==> src/rtl/card_pkg.sv <==
// Shared widths, status encodings and scan states for the card board.
package card_pkg;

  localparam int LOC_W     = 4;
  localparam int VAL_W     = 4;
  localparam int NUM_CARDS = 2 ** LOC_W;
  localparam int ENTRY_W   = VAL_W + 2;

  localparam logic [1:0] ST_FACEUP  = 2'b00;
  localparam logic [1:0] ST_HIDDEN  = 2'b01;
  localparam logic [1:0] ST_REMOVED = 2'b10;
  localparam logic [1:0] ST_ILLEGAL = 2'b11;

  // Power-up / reset image of every board entry: hidden, value 0.
  localparam logic [ENTRY_W-1:0] ENTRY_RESET = {ST_HIDDEN, {VAL_W{1'b0}}};

  typedef enum logic [3:0] {
    SCAN_IDLE    = 4'b0001,
    SCAN_FETCH   = 4'b0010,
    SCAN_PRESENT = 4'b0100,
    SCAN_DONE    = 4'b1000
  } scan_state_e;

  // The renderer never sees an illegal status; it is drawn as a hidden card.
  function automatic logic [ENTRY_W-1:0] tile_code(input logic [ENTRY_W-1:0] entry);
    if (entry[ENTRY_W-1 -: 2] == ST_ILLEGAL) begin
      return {ST_HIDDEN, entry[VAL_W-1:0]};
    end
    return entry;
  endfunction

  function automatic logic is_removed(input logic [ENTRY_W-1:0] entry);
    return entry[ENTRY_W-1 -: 2] == ST_REMOVED;
  endfunction

endpackage

==> src/rtl/card_board_reader_if.sv <==
// Tile stream from the board scanner to the tile renderer.
interface card_board_reader_if;
  import card_pkg::*;

  logic               TileValid;
  logic               TileReady;
  logic [LOC_W-1:0]   TileLoc;
  logic [ENTRY_W-1:0] TileCode;
  logic               TileCursor;

  // Scanner side.
  modport master (
    output TileValid,
    output TileLoc,
    output TileCode,
    output TileCursor,
    input  TileReady
  );

  // Renderer side.
  modport slave (
    input  TileValid,
    input  TileLoc,
    input  TileCode,
    input  TileCursor,
    output TileReady
  );

endinterface

==> src/rtl/card_board_regfile.sv <==
// 16-entry board storage: one write port, two write-first read ports,
// plus a raw (pre-write) view of the entry being written.
module card_board_regfile
  import card_pkg::*;
(
  input  logic               Clk,
  input  logic               Reset_n,
  input  logic               WriteEnable,
  input  logic [LOC_W-1:0]   WrLoc,
  input  logic [ENTRY_W-1:0] WrData,
  input  logic [LOC_W-1:0]   RdLocA,
  output logic [ENTRY_W-1:0] RdDataA,
  input  logic [LOC_W-1:0]   RdLocB,
  output logic [ENTRY_W-1:0] RdDataB,
  output logic [ENTRY_W-1:0] WrOldData
);

  logic [ENTRY_W-1:0] entry_reg [NUM_CARDS];

  // Entry storage; every entry returns to the hidden/0 image on reset.
  always_ff @(posedge Clk or negedge Reset_n) begin
    if (!Reset_n) begin
      for (int i = 0; i < NUM_CARDS; i++) begin
        entry_reg[i] <= ENTRY_RESET;
      end
    end else if (WriteEnable) begin
      entry_reg[WrLoc] <= WrData;
    end
  end

  // A same-cycle write to the read location is forwarded so readers see the new entry.
  assign RdDataA   = (WriteEnable && (WrLoc == RdLocA)) ? WrData : entry_reg[RdLocA];
  assign RdDataB   = (WriteEnable && (WrLoc == RdLocB)) ? WrData : entry_reg[RdLocB];
  // Old contents at the write location, used to track removed-card bookkeeping.
  assign WrOldData = entry_reg[WrLoc];

endmodule

==> src/rtl/card_board_reader.sv <==
// Card board: storage written by gameplay_sm, cursor readback, and a
// once-per-frame valid/ready scan of all entries to the tile renderer.
module card_board_reader
  import card_pkg::*;
(
  input  logic                Clk,
  input  logic                Reset_n,
  input  logic                WriteEnable,
  input  logic [LOC_W-1:0]    WrLoc,
  input  logic [ENTRY_W-1:0]  WrData,
  input  logic [LOC_W-1:0]    CursorLoc,
  output logic [ENTRY_W-1:0]  CardSelectData,
  output logic [LOC_W-1:0]    CardSelectLoc,
  input  logic                FrameStart,
  card_board_reader_if.master tile,
  output logic                ScanDone,
  output logic [LOC_W:0]      RemovedCount,
  output logic                StatusErr
);

  scan_state_e        state_reg;
  logic [LOC_W-1:0]   idx_reg;
  logic [ENTRY_W-1:0] cursor_rd;
  logic [ENTRY_W-1:0] scan_rd;
  logic [ENTRY_W-1:0] wr_old;
  logic               old_removed;
  logic               new_removed;

  card_board_regfile u_regfile (
    .Clk        (Clk),
    .Reset_n    (Reset_n),
    .WriteEnable(WriteEnable),
    .WrLoc      (WrLoc),
    .WrData     (WrData),
    .RdLocA     (CursorLoc),
    .RdDataA    (cursor_rd),
    .RdLocB     (idx_reg),
    .RdDataB    (scan_rd),
    .WrOldData  (wr_old)
  );

  assign old_removed = is_removed(wr_old);
  assign new_removed = is_removed(WrData);

  // Cursor readback, one cycle behind CursorLoc.
  always_ff @(posedge Clk or negedge Reset_n) begin
    if (!Reset_n) begin
      CardSelectData <= ENTRY_RESET;
      CardSelectLoc  <= '0;
    end else begin
      CardSelectData <= cursor_rd;
      CardSelectLoc  <= CursorLoc;
    end
  end

  // Removed-card count follows status transitions into and out of "removed".
  always_ff @(posedge Clk or negedge Reset_n) begin
    if (!Reset_n) begin
      RemovedCount <= '0;
    end else if (WriteEnable) begin
      if (!old_removed && new_removed) begin
        RemovedCount <= RemovedCount + 1'b1;
      end else if (old_removed && !new_removed) begin
        RemovedCount <= RemovedCount - 1'b1;
      end
    end
  end

  // Sticky flag for any illegal status written by gameplay.
  always_ff @(posedge Clk or negedge Reset_n) begin
    if (!Reset_n) begin
      StatusErr <= 1'b0;
    end else if (WriteEnable && (WrData[ENTRY_W-1 -: 2] == ST_ILLEGAL)) begin
      StatusErr <= 1'b1;
    end
  end

  // Scan FSM: fetch one entry, hold it until the renderer takes it, repeat 16 times.
  always_ff @(posedge Clk or negedge Reset_n) begin
    if (!Reset_n) begin
      state_reg       <= SCAN_IDLE;
      idx_reg         <= '0;
      tile.TileValid  <= 1'b0;
      tile.TileLoc    <= '0;
      tile.TileCode   <= '0;
      tile.TileCursor <= 1'b0;
      ScanDone        <= 1'b0;
    end else begin
      ScanDone <= 1'b0;
      case (state_reg)
        SCAN_IDLE: begin
          if (FrameStart) begin
            idx_reg   <= '0;
            state_reg <= SCAN_FETCH;
          end
        end
        SCAN_FETCH: begin
          tile.TileCode   <= tile_code(scan_rd);
          tile.TileLoc    <= idx_reg;
          tile.TileCursor <= (idx_reg == CursorLoc);
          tile.TileValid  <= 1'b1;
          state_reg       <= SCAN_PRESENT;
        end
        SCAN_PRESENT: begin
          if (tile.TileValid && tile.TileReady) begin
            tile.TileValid <= 1'b0;
            if (idx_reg == LOC_W'(NUM_CARDS - 1)) begin
              ScanDone  <= 1'b1;
              state_reg <= SCAN_DONE;
            end else begin
              idx_reg   <= idx_reg + 1'b1;
              state_reg <= SCAN_FETCH;
            end
          end
        end
        SCAN_DONE: begin
          state_reg <= SCAN_IDLE;
        end
        default: begin
          tile.TileValid <= 1'b0;
          state_reg      <= SCAN_IDLE;
        end
      endcase
    end
  end

endmodule

==> src/flat_wrapper.sv <==
// flat-port wrapper written by rule: the top's interface ports become plain ports
module card_board_reader_flat import card_pkg::*;
  (Clk, Reset_n, WriteEnable, WrLoc, WrData, CursorLoc, CardSelectData, CardSelectLoc, FrameStart, ScanDone, RemovedCount, StatusErr, tile_TileValid, tile_TileLoc, tile_TileCode, tile_TileCursor, tile_TileReady);
  card_board_reader_if tile_i ();
  input  logic Clk;
  input  logic Reset_n;
  input  logic WriteEnable;
  input  logic [LOC_W-1:0] WrLoc;
  input  logic [ENTRY_W-1:0] WrData;
  input  logic [LOC_W-1:0] CursorLoc;
  output logic [ENTRY_W-1:0] CardSelectData;
  output logic [LOC_W-1:0] CardSelectLoc;
  input  logic FrameStart;
  output logic ScanDone;
  output logic [LOC_W:0] RemovedCount;
  output logic StatusErr;
  output wire logic [$bits(tile_i.TileValid)-1:0] tile_TileValid;
  output wire logic [$bits(tile_i.TileLoc)-1:0] tile_TileLoc;
  output wire logic [$bits(tile_i.TileCode)-1:0] tile_TileCode;
  output wire logic [$bits(tile_i.TileCursor)-1:0] tile_TileCursor;
  input wire logic [$bits(tile_i.TileReady)-1:0] tile_TileReady;
  assign tile_TileValid = tile_i.TileValid;
  assign tile_TileLoc = tile_i.TileLoc;
  assign tile_TileCode = tile_i.TileCode;
  assign tile_TileCursor = tile_i.TileCursor;
  assign tile_i.TileReady = tile_TileReady;
  card_board_reader u_core (.Clk(Clk), .Reset_n(Reset_n), .WriteEnable(WriteEnable), .WrLoc(WrLoc), .WrData(WrData), .CursorLoc(CursorLoc), .CardSelectData(CardSelectData), .CardSelectLoc(CardSelectLoc), .FrameStart(FrameStart), .tile(tile_i), .ScanDone(ScanDone), .RemovedCount(RemovedCount), .StatusErr(StatusErr));
endmodule
==> config.mk <==
export PLATFORM = sky130hd
export DESIGN_NAME = card_board_reader_flat
export DESIGN_NICKNAME = d
export VERILOG_FILES = /design/src/rtl/card_pkg.sv /design/src/rtl/card_board_reader_if.sv /design/src/rtl/card_board_regfile.sv /design/src/rtl/card_board_reader.sv /design/src/flat_wrapper.sv
export SDC_FILE = /design/constraint.sdc
export NUM_CORES = 1
export LEC_CHECK = 0
export BUFFER_PORTS_ARGS = -buffer_cell sky130_fd_sc_hd__buf_2
export CAP_MARGIN = 5
export CORE_AREA = 3 3 168 203
export DETAILED_ROUTE_END_ITERATION = 8
export DIE_AREA = 0 0 171 206
export PLACE_DENSITY_LB_ADDON = 0.25
export RECOVER_POWER = 50
export SYNTH_ARGS = -nofsm -noshare
export SYNTH_HDL_FRONTEND = slang
export SYNTH_HIERARCHICAL = 1
export SYNTH_SLANG_ARGS = --single-unit
export TNS_END_PERCENT = 30
==> constraint.sdc <==
create_clock -name Clk -period 3.95 [get_ports Clk]
set_input_delay 0 -clock Clk [delete_from_list [all_inputs] [get_ports Clk]]
set_output_delay 0 -clock Clk [all_outputs]
set_load 0.1 [all_outputs]
==> impl_metrics.toml <==
[power]
clkPwrFrac = 0.316
switching_power_mw = 1.968
power.internal_mw = 3.484
p_total_mw = 5.451
ir_drop_v = 0.0003181
p_per_area_mw_per_mm2 = 620.7
seqPwrFrac = 0.362
sw_frac_of_total = 0.3610
p_leak_nw = 3.576
p_comb_frac = 0.322

[sta]
fin_tns_setup_ns = 0
fin_crit_ns = 3.162
hold_violations = 0
worstMarginPinSlew_ns = 2.536
min_period_over_period = 0.8006
fin_ws_ns = 0.7875
final_max_slew_viol_count = 156
relSlewSlack = -0.6910
finClkSkew_ns = 0.005372
grt_setup_unrepaired = "no"
timing.fmax_mhz = 316.2
setup_viol = 0

[route]
drt_first_pass_iters = 4
drt-total-wl_um = 19210
routed_via_density = 4.761
routedWlPerCell_um = 20.03
via_count = 4566
post-route-drc-count = 0
drt_first_iter_violations = 216
ant_nets = 0

[placement]
hpwl_um = 13200
dp.cells = 923
post-place-ws_ns = 0.7609
gp_congestion = 0.7750
port_buffers = 47

[floorplanning]
core.rowCount = 72
die_w_um = 171
io_pins = 48
dieHeight_um = 206
dieArea_mm2 = 0.03523
core_mm2 = 0.03225
start_util = 0.2360

[logic_synthesis]
syn_avg_cell_area_um2 = 15.01
syn_inst = 507
syn_nets = 533
yosys_warnings = 6
netlist_area_mm2 = 0.007611

[setup_path]
worst_setup_path_start_kind = "register"
cp-end-kind = "register"
crit_fanout = 6
path_class = "reg2reg"
arrival_ns = 3.43
required_ns = 4.22

[layout]
final_nets = 565
area_delta_synth_final_pct = 15.40
largest_register_ffs = 96
drive_gt1_frac = 0.3623
instances_no_fill = 959
antenna_cells = 0
fin_util = 0.2723

[hold_path]
hold_path_class = "in2reg"

[run]
cap_violations = 3

[clocking]
cts_tree = "yes"
insertion_delay_ns = 0.42
cts-root-buf = "clkbuf_16"
clk_path_buf_depth = 2
cts.sinks = 133
htree_levels = 4
cts_buffers = 17
clkTransAtPathRegs_ns = 0.06

[global_routing]
grt_overflow = 0
grt_pass1_wl_um = 29370
grt_use_total = 0.1106
grt_pass1_vias = 4786
antenna_found_initial = 1
grt_max_degree = 100

[status]
violations = "max-capacitance violations, max-slew violations"
status = "complete, but fails checks"
## layout by cell type, fill, tap and decap left out, drive strengths merged, types with 4 or more instances in the layout
master,instances
mux2,118
dfrtp,115
mux4,58
clkbuf,47
mux2i,38
buf,28
dfstp,18
nand2,14
nor2,11
xor2,11
inv,10
nand3,9
nand2b,7
o21ai,7
ha,6
or3,5
bufinv,4
dlygate4sd3,4
nor2b,4
xnor2,4
nor4,4
## worst max-delay path, cell delays in order (launching register included)
cell      delay, ns
dfrtp_1        0.42
mux4_2         0.48
mux4_2         0.49
nand2b_1       0.10
ha_1           0.29
inv_1          0.16
ha_1           0.32
nor2b_1        0.16
o21a_1         0.20
o211ai_1       0.22
o311ai_0       0.17
## power by group through the flow
stage / clock (mW) / combinational [mW] / sequential [mW]
2_1_floorplan: 0 / 0.834 / 2.54
3_3_place_gp: 0 / 1.74 / 1.96
3_5_place_dp: 0 / 1.77 / 2.00
4_1_cts: 1.78 / 1.78 / 1.97
5_1_grt: 1.83 / 1.86 / 2.02
6_report: 1.72 / 1.75 / 1.97
## metal layers
layer	GRT usage	part of all wire	up-vias	wire length (um)
met3	0.01703	0.027	23	524
li1	-	-	2030	-
met1	0.1294	0.40	2400	7736
met2	0.2033	0.55	111	10510
met4	0.04083	0.022	2	422
met5	0	0.00068	-	13
## what timing repair did
action	4_1_cts	5_1_grt
gates resized for setup	0	0
hold buffers	4	0
hold endpoints to repair	96	0
buffers inserted	0	0
setup endpoints to repair	0	0
## metrics by stage
step                      cell area (um2)  hold slack, ns
after floorplan                      7611         -0.2956
after detailed placement             8137          0.1811
after global placement               8137          0.1571
after CTS                            8820        0.005097
after global routing                 8783         0.01204
final                                8783         0.02445
## final timing paths
kind	startpoint	endpoint	slack, ns	cells after the start
worst max-delay path	u_core/u_regfile/entry_reg[83]	u_core/RemovedCount[4]	0.79	10
worst min-delay path	WriteEnable	u_core/StatusErr	0.02	2
worst max register to register	u_core/u_regfile/entry_reg[83]	u_core/RemovedCount[4]	0.79	10
worst min register to register	u_core/StatusErr	u_core/StatusErr	0.47	1
max in group asynchronous	Reset_n	u_core/u_regfile/entry_reg[64]	1.45	3
min in group asynchronous	Reset_n	u_core/tile.TileCode[2]	0.88	2
## final cells by class
type | instances | area (um2)
sequential | 133 | 3351
clock inverter | 10 | 168.9
fill | 3299 | 23470
multi-input combinational | 322 | 3948
clock buffer | 22 | 474.2
inverter | 8 | 30.03
tap | 407 | 509.2
timing repair buffer | 57 | 302.8
Note: power is estimated with default switching activity, not from simulation.
